File: src/rtl/pushbtn_pkg.sv
// -----------------------------------------------------------------------------
// pushbtn_pkg
// Shared types and defaults for the push-button debouncer.
//   db_state_t         : per-channel debounce FSM state encoding
//   DB_CYCLES_DEFAULT  : default debounce window (20 ms at 50 MHz)
// -----------------------------------------------------------------------------
package pushbtn_pkg;

    typedef enum logic [1:0] {
        STABLE_LO = 2'd0,
        WAIT_HI   = 2'd1,
        STABLE_HI = 2'd2,
        WAIT_LO   = 2'd3
    } db_state_t;

    localparam int DB_CYCLES_DEFAULT = 1000000;

endpackage : pushbtn_pkg

File: src/rtl/pushbtn_db_channel.sv
// -----------------------------------------------------------------------------
// pushbtn_db_channel
// One push-button channel: synchroniser, debounce FSM with stability counter,
// one-cycle press/release pulses and a software-cleared sticky press latch.
// Ports:
//   clk_i, rst_i   : clock, synchronous active-high reset
//   btn_raw_i      : asynchronous raw button pin, active-high
//   sticky_clr_i   : clear strobe for the sticky latch
//   level_o        : debounced level
//   press_o        : one-cycle pulse on a debounced 0->1
//   release_o      : one-cycle pulse on a debounced 1->0
//   sticky_o       : set by a press, held until cleared
// -----------------------------------------------------------------------------
module pushbtn_db_channel
    import pushbtn_pkg::*;
#(
    parameter int SYNC_STAGES = 2,
    parameter int DB_CYCLES   = DB_CYCLES_DEFAULT
) (
    input  logic clk_i,
    input  logic rst_i,
    input  logic btn_raw_i,
    input  logic sticky_clr_i,
    output logic level_o,
    output logic press_o,
    output logic release_o,
    output logic sticky_o
);

    localparam int CNT_W = $clog2(DB_CYCLES + 1);
    localparam logic [CNT_W-1:0] CNT_MAX = CNT_W'(DB_CYCLES);
    localparam logic [CNT_W-1:0] CNT_ONE = CNT_W'(1);

    logic [SYNC_STAGES-1:0] sync_q;
    logic                   s;
    db_state_t              state_q, state_d;
    logic [CNT_W-1:0]       cnt_q, cnt_d;
    logic                   level_q, level_d;
    logic                   press_q, press_d;
    logic                   release_q, release_d;
    logic                   sticky_q, sticky_d;

    // Plain shift chain; nothing may sit between the stages.
    always_ff @(posedge clk_i) begin
        if (rst_i) sync_q <= '0;
        else       sync_q <= {sync_q[SYNC_STAGES-2:0], btn_raw_i};
    end

    assign s = sync_q[SYNC_STAGES-1];

    // The counter holds the number of consecutive samples of the new value,
    // so acceptance happens on the (DB_CYCLES+1)-th one and cnt never wraps.
    always_comb begin
        state_d   = state_q;
        cnt_d     = cnt_q;
        level_d   = level_q;
        press_d   = 1'b0;
        release_d = 1'b0;
        unique case (state_q)
            STABLE_LO: begin
                if (s) begin
                    state_d = WAIT_HI;
                    cnt_d   = CNT_ONE;
                end else begin
                    cnt_d   = '0;
                end
            end
            WAIT_HI: begin
                if (!s) begin
                    state_d = STABLE_LO;
                    cnt_d   = '0;
                end else if (cnt_q == CNT_MAX) begin
                    state_d = STABLE_HI;
                    cnt_d   = '0;
                    level_d = 1'b1;
                    press_d = 1'b1;
                end else begin
                    cnt_d   = cnt_q + CNT_ONE;
                end
            end
            STABLE_HI: begin
                if (!s) begin
                    state_d = WAIT_LO;
                    cnt_d   = CNT_ONE;
                end else begin
                    cnt_d   = '0;
                end
            end
            WAIT_LO: begin
                if (s) begin
                    state_d   = STABLE_HI;
                    cnt_d     = '0;
                end else if (cnt_q == CNT_MAX) begin
                    state_d   = STABLE_LO;
                    cnt_d     = '0;
                    level_d   = 1'b0;
                    release_d = 1'b1;
                end else begin
                    cnt_d     = cnt_q + CNT_ONE;
                end
            end
            default: begin
                state_d = STABLE_LO;
                cnt_d   = '0;
            end
        endcase
        // Set takes priority over a coincident clear.
        sticky_d = press_d | (sticky_q & ~sticky_clr_i);
    end

    always_ff @(posedge clk_i) begin
        if (rst_i) begin
            state_q   <= STABLE_LO;
            cnt_q     <= '0;
            level_q   <= 1'b0;
            press_q   <= 1'b0;
            release_q <= 1'b0;
            sticky_q  <= 1'b0;
        end else begin
            state_q   <= state_d;
            cnt_q     <= cnt_d;
            level_q   <= level_d;
            press_q   <= press_d;
            release_q <= release_d;
            sticky_q  <= sticky_d;
        end
    end

    assign level_o   = level_q;
    assign press_o   = press_q;
    assign release_o = release_q;
    assign sticky_o  = sticky_q;

endmodule : pushbtn_db_channel

File: src/rtl/pushbtn_debouncer.sv
// -----------------------------------------------------------------------------
// pushbtn_debouncer
// Conditions N_BTN raw push-buttons for the system controller and raises a
// maskable interrupt from the sticky press latches.
// Ports:
//   i_clk, i_rst    : clock, synchronous active-high reset
//   i_btn_raw       : asynchronous raw button pins, active-high
//   i_sticky_clr    : write-1-to-clear strobe for o_press_sticky
//   i_irq_mask      : per-button interrupt enable
//   o_btn_level     : debounced levels
//   o_btn_press     : one-cycle press pulses
//   o_btn_release   : one-cycle release pulses
//   o_press_sticky  : sticky press latches
//   o_irq           : registered OR of (o_press_sticky & i_irq_mask)
// -----------------------------------------------------------------------------
module pushbtn_debouncer
    import pushbtn_pkg::*;
#(
    parameter int N_BTN       = 5,
    parameter int SYNC_STAGES = 2,
    parameter int DB_CYCLES   = DB_CYCLES_DEFAULT
) (
    input  logic             i_clk,
    input  logic             i_rst,
    input  logic [N_BTN-1:0] i_btn_raw,
    input  logic [N_BTN-1:0] i_sticky_clr,
    input  logic [N_BTN-1:0] i_irq_mask,
    output logic [N_BTN-1:0] o_btn_level,
    output logic [N_BTN-1:0] o_btn_press,
    output logic [N_BTN-1:0] o_btn_release,
    output logic [N_BTN-1:0] o_press_sticky,
    output logic             o_irq
);

    logic irq_q, irq_d;

    for (genvar g = 0; g < N_BTN; g++) begin : g_chan
        pushbtn_db_channel #(
            .SYNC_STAGES (SYNC_STAGES),
            .DB_CYCLES   (DB_CYCLES)
        ) u_chan (
            .clk_i        (i_clk),
            .rst_i        (i_rst),
            .btn_raw_i    (i_btn_raw[g]),
            .sticky_clr_i (i_sticky_clr[g]),
            .level_o      (o_btn_level[g]),
            .press_o      (o_btn_press[g]),
            .release_o    (o_btn_release[g]),
            .sticky_o     (o_press_sticky[g])
        );
    end

    assign irq_d = |(o_press_sticky & i_irq_mask);

    always_ff @(posedge i_clk) begin
        if (i_rst) irq_q <= 1'b0;
        else       irq_q <= irq_d;
    end

    assign o_irq = irq_q;

endmodule : pushbtn_debouncer

File: config.mk
export PLATFORM = sky130hd
export DESIGN_NAME = pushbtn_debouncer
export DESIGN_NICKNAME = d
export VERILOG_FILES = /design/src/rtl/pushbtn_pkg.sv /design/src/rtl/pushbtn_db_channel.sv /design/src/rtl/pushbtn_debouncer.sv
export SDC_FILE = /design/constraint.sdc
export NUM_CORES = 1
export LEC_CHECK = 0
export CORE_MARGIN = 2
export CORE_UTILIZATION = 35
export DETAILED_ROUTE_END_ITERATION = 6
export PLACE_DENSITY = 0.5
export SYNTH_ARGS = -nofsm -noshare
export SYNTH_HDL_FRONTEND = slang
export SYNTH_HIERARCHICAL = 1
export SYNTH_SLANG_ARGS = --single-unit
File: constraint.sdc
create_clock -name i_clk -period 1.8 [get_ports i_clk]
set_clock_uncertainty 0.15 [all_clocks]
set_input_delay 0.27 -clock i_clk [delete_from_list [all_inputs] [get_ports i_clk]]
set_output_delay 0.27 -clock i_clk [all_outputs]
set_load 0.05 [all_outputs]
; Yosys cells after proc, flatten, opt, wreduce, memory -nomap -nowiden
; Index checks and enable logic that the tools add are counted.
[word_totals]
reg_bits = 141
input_bits = 17
output_inout_bits = 21
word_cells = 253
[op_classes]
n_addsub = 5
n_eq_ne = 60
n_mux = 105
bitwise_logic = 21
n_reduce_logical = 26
[ops]
columns = cell, n
row1 = $pmux 20 s4, 5
row2 = $mux 20, 15
row3 = $add 20x1->20 const B, 5
row4 = $eq 20x20->1 const B, 5
row5 = $mux 2, 30
row6 = $mux 1, 45
row7 = $ne 2x1->1 const B, 20
row8 = $pmux 2 s4, 5
row9 = $reduce_and 5->1, 5
row10 = $eq 2x2->1 const B, 10
row11 = $ne 2x2->1 const B, 10
row12 = $reduce_and 4->1, 5
row13 = $ne 3x1->1 const B, 5
row14 = $ne 3x3->1 const B, 5
row15 = $reduce_or 3->1, 5
row16 = $eq 2x1->1 const B, 5
row17 = $logic_not 2->1, 5
row18 = $not 1->1, 10
row19 = $pmux 1 s2, 5
row20 = $reduce_bool 2->1, 5
row21 = $and 1x1->1, 5
row22 = $and 5x5->5, 1
row23 = $or 1x1->1, 5
row24 = $reduce_or 5->1, 1

; Logic depth before layout (Yosys ltp)
; Gate-level depths: netlist of the first run.
[depth]
ltp_word = 5
depth_mapped = 8
depth_no_buf = 6

; Modules after synthesis
; Netlist of the first run, hierarchy kept.
[modules_own_cells]
columns = mod, instances, cells_each, area_each_um2, seq_area_each_um2
row1 = pushbtn_db_channel (g_chan[1].u_chan ...), 3, 137, 1258.7, 560.5
row2 = pushbtn_db_channel (g_chan[0].u_chan), 1, 140, 1287.5, 560.5
row3 = pushbtn_db_channel (g_chan[4].u_chan), 1, 132, 1238.7, 560.5
row4 = pushbtn_debouncer, 1, 4, 42.5, 20.0

; Worst setup path before layout of the first run
; No wires, ideal clock.
[synth_path]
path_kind = flip-flop to flip-flop
startpoint = register g_chan[4].u_chan.cnt_q[4]
endpoint = register g_chan[4].u_chan.cnt_q[5]
setup_ns = 0.114
t_arrival_ns = 1.633
required_ns = 1.536
path_slack_ns = -0.097
path_stages_with_launch = 8
n_path_buf = 3
synth_period_minus_slack_ns = 1.897
path_cell_list = dfxtp_1 buf_6 or4b_4 nor3_4 a211o_2 buf_6 buf_8 nor2_1
[synth_between]
elab_chain_cells = 4
elab_cells_between_ends = 6
classes_between = 1 x add/sub / 1 x eq/ne / 4 x mux
[synth_lines]
columns = item, line_no
row1 = "start, declared", pushbtn_db_channel.sv:37  ; logic [CNT_W-1:0] cnt_q, cnt_d;
row2 = "start signal, assigned", pushbtn_db_channel.sv:121  ; cnt_q <= cnt_d;
row3 = $add 20x1->20 or $eq 20x20->1 (tied branches), n/a
row4 = $mux 20 *, "pushbtn_db_channel.sv:72, pushbtn_db_channel.sv:93"
row5 = $mux 20 (on tied branches), "pushbtn_db_channel.sv:90, pushbtn_db_channel.sv:69"
row6 = $pmux 20 s4 *, pushbtn_db_channel.sv:59  ; unique case (state_q)
; Mark *: on every way between the ends. The rest lies on a longest branch, timed or not.
; A chain may end at the register's enable or synchronous reset.

; Worst setup path after layout of the first run
[layout_path]
startpoint = register g_chan[4].u_chan.cnt_q[12]
endpoint = register g_chan[4].u_chan.cnt_q[2]
[layout_between]
elab_chain_cells = 4
elab_cells_between_ends = 5
classes_between = 1 x eq/ne / 4 x mux
[layout_lines]
columns = item, line_no
row1 = $eq 20x20->1 *, "pushbtn_db_channel.sv:72, pushbtn_db_channel.sv:93"
row2 = $mux 20 *, "pushbtn_db_channel.sv:72, pushbtn_db_channel.sv:93"
row3 = $mux 20 (on tied branches), "pushbtn_db_channel.sv:90, pushbtn_db_channel.sv:69"
row4 = $pmux 20 s4 *, pushbtn_db_channel.sv:59
; Marked as above.

==> metrics.md, run 1 <==
| Metric | Value |
|---|---|
| Clock share of power | `50.1%` |
| CP max FO | `19` |
| Drt pass-1 iters | `4` |
| Drt drc | `0` |
| Largest net degree at the start of global routing | `20` |
| Die Area | `19200 um^2` |
| DP Wirelength | `10500 um` |
| Post-Route WL | `14900 um` |
| Net Sw Frac | `22.2%` |
| Initial DRC Count | `230` |
| Root buffer cell | `clkbuf_16` |
| Syn avg cell area | `9.24 um^2` |
| Final design utilization | `46.9%` |
| Initial antenna violation count | `1` |
| CP max stage delay | `0.54 ns` |
| Die H | `139 um` |
| Clock tree sinks | `141` |
| First-pass GRT wire length | `24700 um` |
| Tot Pwr | `6.71 mW` |
| Clock tree buffer depth | `2` |
| Power Density | `798 nW/um^2` |
| Final net count | `836` |
| Synth Flop Type | `dfxtp_1` |
| Actual slew at the worst max-slew pin | `0.400 ns` |
| Vias | `5345` |
| Internal | `5.22 mW` |
| Synthesized area | `6340 um^2` |
| Final Wtd Congestion | `0.773` |
| Synth Warn # | `6` |
| Routed vias/inst | `5.08` |
| Worst Path Required | `1.95 ns` |
| CP Cell Sequence | `or4b_4 -> nor3_4 -> a211o_2 -> buf_12 -> nor2_1` |
| Seq pwr share | `47.2%` |
| Overflow after GRT | `0` |
| Psw | `1.49 mW` |
| Seq/Total Area, Yosys | `44.5%` |
| Chip width | `139 um` |
| Buf/Inv on CP | `1` |
| Crit path DAT | `1.97 ns` |
| Outcome | `finished, violations left` |
| Final setup fails | `10` |
| Crit path capture type | `flop` |
| Fin crit period | `1.82 ns` |
| Worst Path Class, Setup | `reg2reg` |
| Max-cap violations | `0` |
| Final Cycle Share | `101%` |
| Leakage | `2.99 nW` |
| Clock-pin slew on the worst setup and hold paths | `0.06 ns` |
| Most frequent cells after synthesis | `dfxtp_1 (141), nor2_1 (77), xor2_1 (60), a21oi_1 (41), nand4_1 (35)` |
| Highest-delay cell along the critical path | `or4b_4` |
| RSZ-0062 raised after global routing | `yes` |
| Clk Latency, worst-skew pair | `0.42 ns` |
| Combinational fraction of design power | `2.6%` |
| Normalized max-slew margin | `73.3%` |
| Core Area | `17900 um^2` |
| Routed WL per cell | `14.2 um` |
| Max VDD drop | `659 uV` |
| R2R Path Start | `g_chan[4].u_chan/cnt_q[12]$_SDFF_PP0_` |
| Setup TNS | `-0.0673 ns` |
| Worst hold path class | `in2reg` |
| Fmax | `550 MHz` |
| Top-area cell type share of the netlist area | `44.5%` |
| Crit path from | `g_chan[4].u_chan/cnt_q[12]$_SDFF_PP0_` |
| Initial Util | `35.4%` |
| Final worst slack | `-0.0183 ns` |
| Top cell family by delay on the critical path | `simple AND/OR/NAND/NOR gates` |
| Post-route cell area | `8400 um^2` |
| CTS buffer count | `17` |
| Crit start category | `flop` |
| Syn Inst Count | `687` |
| FF+latch count, synth | `141` |
| DRT antenna net count | `0` |
| Total Routing Usage GR | `15.5%` |
| Yosys cell types | `51` |
| Post-synth EDFFs | `0` |
| Net Count, Synth | `714` |
| Share of async-settable or async-resettable flops after synthesis | `0%` |
| Most frequent cell after synthesis | `dfxtp_1` |
| Failing checks | `negative setup slack` |
| Leading area contributor after synthesis | `dfxtp_1` |
| Number of global-route vias before repair | `5311` |
| H-Tree Depth | `4` |
| Max-slew violation count | `0` |
| Final hold violations | `0` |
| Placed instance area | `7500 um^2` |
| PortBufs | `37` |
| Site row count | `49` |
| TritonCTS clock tree | `done` |
| Number of hold buffers added after cts | `0` |
| # IOs | `38` |
| Fraction of layout cells with a size suffix above 1 | `28.1%` |
| Top cells by area, synth | `dfxtp_1 (44%), xor2_1 (8.3%), nor2_1 (4.6%)` |
| HP Start | `i_rst` |
| Area Growth Syn to Fin | `32.4%` |
-- metal layers --
layer	track usage (%)	wire length, um	vias to the layer above
met5	0	13	-
met4	4.89	146	2
met3	4.87	567	11
met2	26.2	7350	64
met1	18.9	6850	2579
li1	-	-	2689
-- path summary, 6_finish.rpt --
| path | end | slack (ns) | cells past startpoint |
|---|---|---|---|
| max | g_chan[4].u_chan/cnt_q[2]$_SDFF_PP0_ | -0.02 | 5 |
| min | g_chan[2].u_chan/sync_q[0]$_SDFF_PP0_ | 0.11 | 2 |
| max reg2reg | g_chan[4].u_chan/cnt_q[2]$_SDFF_PP0_ | -0.02 | 5 |
| min reg2reg | g_chan[4].u_chan/cnt_q[0]$_SDFF_PP0_ | 0.27 | 1 |
-- state kept, by name, indices dropped and copies added, names as in the netlist, named ones only --
name,flops
g_chan.u_chan/level_o,5
g_chan.u_chan/state_q,5
g_chan.u_chan/press_o,5
g_chan.u_chan/sticky_o,5
g_chan.u_chan/cnt_q,100
g_chan.u_chan/release_o,5
g_chan.u_chan/sync_q,10
o_irq,1
-- stage by stage --
stage / worst slack, ns / hold WS, ns / instances
after floorplan: -0.0784 / 0.189 / 687
after global placement: -0.0253 / 0.269 / 1018
after detailed placement: -0.0229 / 0.272 / 1018
after CTS: 0.00276 / 0.0869 / 1050
after global routing: -0.0804 / 0.115 / 1051
final: -0.0183 / 0.113 / 1052
-- placed cells by master (no fill, tap or decap), types with 7 or more instances in the layout --
master / count
dfxtp_1: 130
buf_4: 106
nor2_1: 68
xor2_1: 60
nand4_1: 35
a21oi_1: 34
nand3_1: 29
inv_1: 27
nand2_1: 24
o21ai_0: 23
clkbuf_16: 18
and3_1: 15
clkdlybuf4s50_1: 15
or3_1: 13
nand2b_1: 13
o31ai_1: 13
or4_1: 13
and2_1: 11
dfxtp_2: 11
and4_1: 10
nor2b_1: 10
a21o_1: 9
ha_1: 9
a31oi_1: 8
a21oi_2: 7
nor2_2: 7
-- cell families (layout without fill, tap and decap cells) --
kind of cell	count (synthesis)	count (layout)	synth area share, %
compound gates	106	106	10.4
other cells	0	1	0
simple gates	305	305	28.9
fa+ha+maj	10	10	1.97
buf+inv	59	194	5.19
xor+xnor	66	66	9.11
flops	141	141	44.5
-- timing repair --
item	4_1_cts	5_1_grt
pin swaps	2	21
setup buffers	0	0
setup endpoints to repair	9	115
gates resized for setup	5	77
cloned	0	2
-- power by group through the flow --
stage,registers (mW),logic (mW),clock network [mW]
2_1_floorplan,3.27,0.0490,0
3_3_place_gp,3.24,0.170,0
3_5_place_dp,3.24,0.173,0
4_1_cts,3.17,0.174,3.47
5_1_grt,3.17,0.190,3.60
6_report,3.17,0.176,3.36
-- cell type report --
cell class / instances / area [um^2]
Clock buffer: 21 / 460
Sequential cell: 141 / 2840
Tap cell: 229 / 287
Timing Repair Buffer: 133 / 1120
Multi-Input combinational cell: 487 / 3480
Fill cell: 1717 / 9500
Clock inverter: 11 / 109
Antenna cell: 1 / 2.50
Inverter: 29 / 109
No activity file was read; power rests on OpenSTA's default activity.
==> run 2: changes to the inputs <==
--- a/config.mk
+++ b/config.mk
@@ -5,6 +5,7 @@
 export SDC_FILE = /design/constraint.sdc
 export NUM_CORES = 1
 export LEC_CHECK = 0
+export ABC_CLOCK_PERIOD_IN_PS = 1800
 export CORE_MARGIN = 2
 export CORE_UTILIZATION = 35
 export DETAILED_ROUTE_END_ITERATION = 6
==> results of run 2 <==
Final layout, timing and power as in run 1 (identical DEF).
==> run 3: changes to the inputs <==
--- a/config.mk
+++ b/config.mk
@@ -5,11 +5,11 @@
 export SDC_FILE = /design/constraint.sdc
 export NUM_CORES = 1
 export LEC_CHECK = 0
-export ABC_CLOCK_PERIOD_IN_PS = 1800
+export ABC_CLOCK_PERIOD_IN_PS = 1700
 export CORE_MARGIN = 2
 export CORE_UTILIZATION = 35
 export DETAILED_ROUTE_END_ITERATION = 6
-export PLACE_DENSITY = 0.5
+export PLACE_DENSITY_LB_ADDON = 0.08
 export SYNTH_ARGS = -nofsm -noshare
 export SYNTH_HDL_FRONTEND = slang
 export SYNTH_HIERARCHICAL = 1
==> constraint.sdc (replaced) <==
create_clock -name i_clk -period 1.7 [get_ports i_clk]
set_clock_uncertainty 0.15 [all_clocks]
set_input_delay 0.255 -clock i_clk [delete_from_list [all_inputs] [get_ports i_clk]]
set_output_delay 0.255 -clock i_clk [all_outputs]
set_load 0.05 [all_outputs]
==> run 3 against run 2 <==
Compared with the run above: the flow still finishes with violations (negative setup slack); die area is the same; fmax shrank 0.24%; global-route usage increased by 1.1 points; setup slack worse by 0.10 ns; via count up 4.7%; critical endpoint is now g_chan[4].u_chan/cnt_q[11]$_SDFF_PP0_; design area is 14% higher.
==> metrics.md, run 3 (synthesis gave the netlist of run 1 again) <==
| Metric | Value |
|---|---|
| Outcome | `finished, violations left (unchanged)` |
| Failing checks | `negative setup slack (unchanged)` |
| Most common cell after layout, fill and taps aside | `buf_4 (was dfxtp_1)` |
| Total Routing Usage GR | `16.6% (was 15.5%)` |
| Fraction of layout cells with a size suffix above 1 | `44.9% (was 28.1%)` |
| Final worst slack | `-0.123 ns (was -0.0183 ns)` |
| Final Wtd Congestion | `0.794 (was 0.773)` |
| Max VDD drop | `656 uV (was 659 uV)` |
| Normalized max-slew margin | `72.3% (was 73.3%)` |
| CP max FO | `5 (was 19)` |
| Max-slew violation count | `0 (unchanged)` |
| Worst hold path class | `in2reg (unchanged)` |
| Number of hold buffers added after cts | `0 (unchanged)` |
| Seq pwr share | `46.5% (was 47.2%)` |
| Worst reg-to-reg path cell count | `5 (unchanged)` |
| Overflow after GRT | `0 (unchanged)` |
| Worst Path Required | `1.86 ns (was 1.95 ns)` |
| Largest net degree at the start of global routing | `20 (unchanged)` |
| Highest-delay cell along the critical path | `or4b_4 (unchanged)` |
| Largest register FFs | `100 (unchanged)` |
| # IOs | `38 (unchanged)` |
| Fin crit period | `1.82 ns (about the same)` |
| Tot Pwr | `7.21 mW (was 6.71 mW)` |
| WHS Endpoint | `g_chan[4].u_chan/press_o$_SDFF_PP0_ (was g_chan[2].u_chan/sync_q[0]$_SDFF_PP0_)` |
| Placed Cells | `1065 (was 1018)` |
| Die H | `139 um (unchanged)` |
| Diodes inserted | `0 (was 1)` |
| Clock share of power | `50.8% (was 50.1%)` |
| Area Growth Syn to Fin | `50.7% (was 32.4%)` |
| Number of global-route vias before repair | `5631 (was 5311)` |
| Power Density | `754 nW/um^2 (was 798 nW/um^2)` |
| Initial DRC Count | `158 (was 230)` |
| Max-cap violations | `0 (unchanged)` |
| DRT antenna net count | `0 (unchanged)` |
| Vias | `5597 (was 5345)` |
| HP Start | `i_rst (unchanged)` |
| Actual slew at the worst max-slew pin | `0.416 ns (was 0.400 ns)` |
| R2r setup slk | `-0.12 ns (was -0.02 ns)` |
| Clock tree sinks | `141 (unchanged)` |
| Clock tree buffer depth | `2 (unchanged)` |
| Drt drc | `0 (unchanged)` |
| Root buffer cell | `clkbuf_16 (unchanged)` |
| Clock-pin slew on the worst setup and hold paths | `0.06 ns (about the same)` |
| Net Sw Frac | `21.5% (was 22.2%)` |
| Filler-free cell count of the finished design | `1115 (was 1052)` |
| Filler instances | `1626 (was 1717)` |
| Drt pass-1 iters | `4 (unchanged)` |
| Top cell family by delay on the critical path | `simple AND/OR/NAND/NOR gates (unchanged)` |
| CP max stage delay | `0.54 ns (about the same)` |
| Final setup fails | `50 (was 10)` |
| Chip width | `139 um (unchanged)` |
| Clk Latency, worst-skew pair | `0.42 ns (about the same)` |
| Die Area | `19200 um^2 (unchanged)` |
| CP Cell Sequence | `or4b_4 -> nor3_4 -> a211o_4 -> clkbuf_16 -> nor2_1 (was or4b_4 -> nor3_4 -> a211o_2 -> buf_12 -> nor2_1)` |
| Final hold violations | `0 (unchanged)` |
| Psw | `1.55 mW (was 1.49 mW)` |
| RR Endpoint | `g_chan[4].u_chan/cnt_q[11]$_SDFF_PP0_ (was g_chan[4].u_chan/cnt_q[2]$_SDFF_PP0_)` |
| Post-Route WL | `16200 um (was 14900 um)` |
| CTS buffer count | `17 (unchanged)` |
| PortBufs | `37 (unchanged)` |
| Final Cycle Share | `107% (was 101%)` |
| Routed vias/inst | `5.02 (was 5.08)` |
| Routed WL per cell | `14.5 um (was 14.2 um)` |
| Internal | `5.66 mW (was 5.22 mW)` |
| Combinational fraction of design power | `2.8% (was 2.6%)` |
| Hold Path Stages | `2 (unchanged)` |
| First-pass GRT wire length | `26400 um (was 24700 um)` |
| H-Tree Depth | `4 (unchanged)` |
| DP Wirelength | `10700 um (was 10500 um)` |
| Leakage | `3.47 nW (was 2.99 nW)` |
| RSZ-0062 raised after global routing | `yes (unchanged)` |
| Initial Util | `35.4% (unchanged)` |
| Largest regs | `g_chan.u_chan/cnt_q (100), g_chan.u_chan/sync_q (10) (unchanged)` |
| Crit path DAT | `1.98 ns (was 1.97 ns)` |
| TritonCTS clock tree | `done (unchanged)` |
| Site row count | `49 (unchanged)` |
| Buf/Inv on CP | `1 (unchanged)` |
| Fmax | `549 MHz (was 550 MHz)` |
| Final net count | `900 (was 836)` |
| Crit path capture type | `flop (unchanged)` |
| Largest Register | `g_chan.u_chan/cnt_q (unchanged)` |
| Initial antenna violation count | `0 (was 1)` |
| R2R Path Start | `g_chan[4].u_chan/cnt_q[10]$_SDFF_PP0_ (was g_chan[4].u_chan/cnt_q[12]$_SDFF_PP0_)` |
| Most frequent cells in the layout | `buf_4 (154), dfxtp_1 (98), xor2_1 (60) (was dfxtp_1 (130), buf_4 (106), nor2_1 (68))` |
| Worst Path Class, Setup | `reg2reg (unchanged)` |
| Dpl ws | `-0.213 ns (was -0.0229 ns)` |
| Crit start category | `flop (unchanged)` |
| Core Area | `17900 um^2 (unchanged)` |
run 3: cell types whose count changed in the layout (fill, tap and decap cells not counted), sizes merged:
cell / delta
clkbuf: +3
buf: +62
inv: -2
diode: -1
bufinv: +1
run 3: cell type report:
cell class | count | area [um^2] | area share (%)
clock buffers | 22 | 464 | 4.85
clock inverters | 10 | 114 | 1.19
inverters | 29 | 109 | 1.14
multi-input cells | 487 | 3950 | 41.4
flip-flops and latches | 141 | 2890 | 30.2
well taps | 229 | 287 | 3.00
repair buffers | 197 | 1750 | 18.3
run 3: worst max-delay path by stage:
stage	from	end	slack [ns]	cells after the start
floorplan	g_chan[4].u_chan/cnt_q[4]$_SDFF_PP0_	g_chan[4].u_chan/cnt_q[5]$_SDFF_PP0_	-0.18	7
global placement	g_chan[4].u_chan/cnt_q[12]$_SDFF_PP0_	g_chan[4].u_chan/release_o$_SDFF_PP0_	-0.17	5
detailed placement	g_chan[4].u_chan/cnt_q[10]$_SDFF_PP0_	g_chan[4].u_chan/release_o$_SDFF_PP0_	-0.21	5
CTS	g_chan[4].u_chan/cnt_q[7]$_SDFF_PP0_	g_chan[4].u_chan/cnt_q[16]$_SDFF_PP0_	-0.10	5
global route	g_chan[0].u_chan/cnt_q[16]$_SDFF_PP0_	g_chan[0].u_chan/cnt_q[9]$_SDFF_PP0_	-0.19	7
finish	g_chan[4].u_chan/cnt_q[10]$_SDFF_PP0_	g_chan[4].u_chan/cnt_q[11]$_SDFF_PP0_	-0.12	5
run 3: timing repair:
item	in CTS	in global routing
setup buffers	9	6
pin swaps	25	36
setup endpoints to repair	100	99
gates cloned	5	5
endpoints found under the hold margin	0	0
gates resized for setup	101	132
run 3: routing by layer:
| layer | GRT usage (%) | up-vias | wire, um |
|---|---|---|---|
| met5 | 0 | - | 0 |
| met4 | 4.47 | 0 | 134 |
| met3 | 4.28 | 8 | 389 |
| met2 | 28.3 | 47 | 8120 |
| met1 | 20.9 | 2721 | 7530 |
| li1 | - | 2821 | - |
run 3: power by group through the flow:
| stage | Sequential, mW | Combinational (mW) | Clock (mW) |
|---|---|---|---|
| floorplan | 3.46 | 0.0531 | 0 |
| global placement | 3.43 | 0.178 | 0 |
| detailed placement | 3.43 | 0.181 | 0 |
| CTS | 3.35 | 0.189 | 3.76 |
| global route | 3.35 | 0.217 | 3.93 |
| finish | 3.35 | 0.201 | 3.66 |
run 3: through the flow:
step	hold WS, ns	utilization [%]	cell area, um^2	setup TNS, ns
after floorplan	0.174	-	6390	-3.01
after global placement	0.270	44.2	7920	-3.38
after detailed placement	0.275	44.2	7920	-5.80
after CTS	0.0786	50.6	9050	-3.86
after global routing	0.0944	53.4	9560	-7.97
final	0.0990	53.4	9560	-3.80
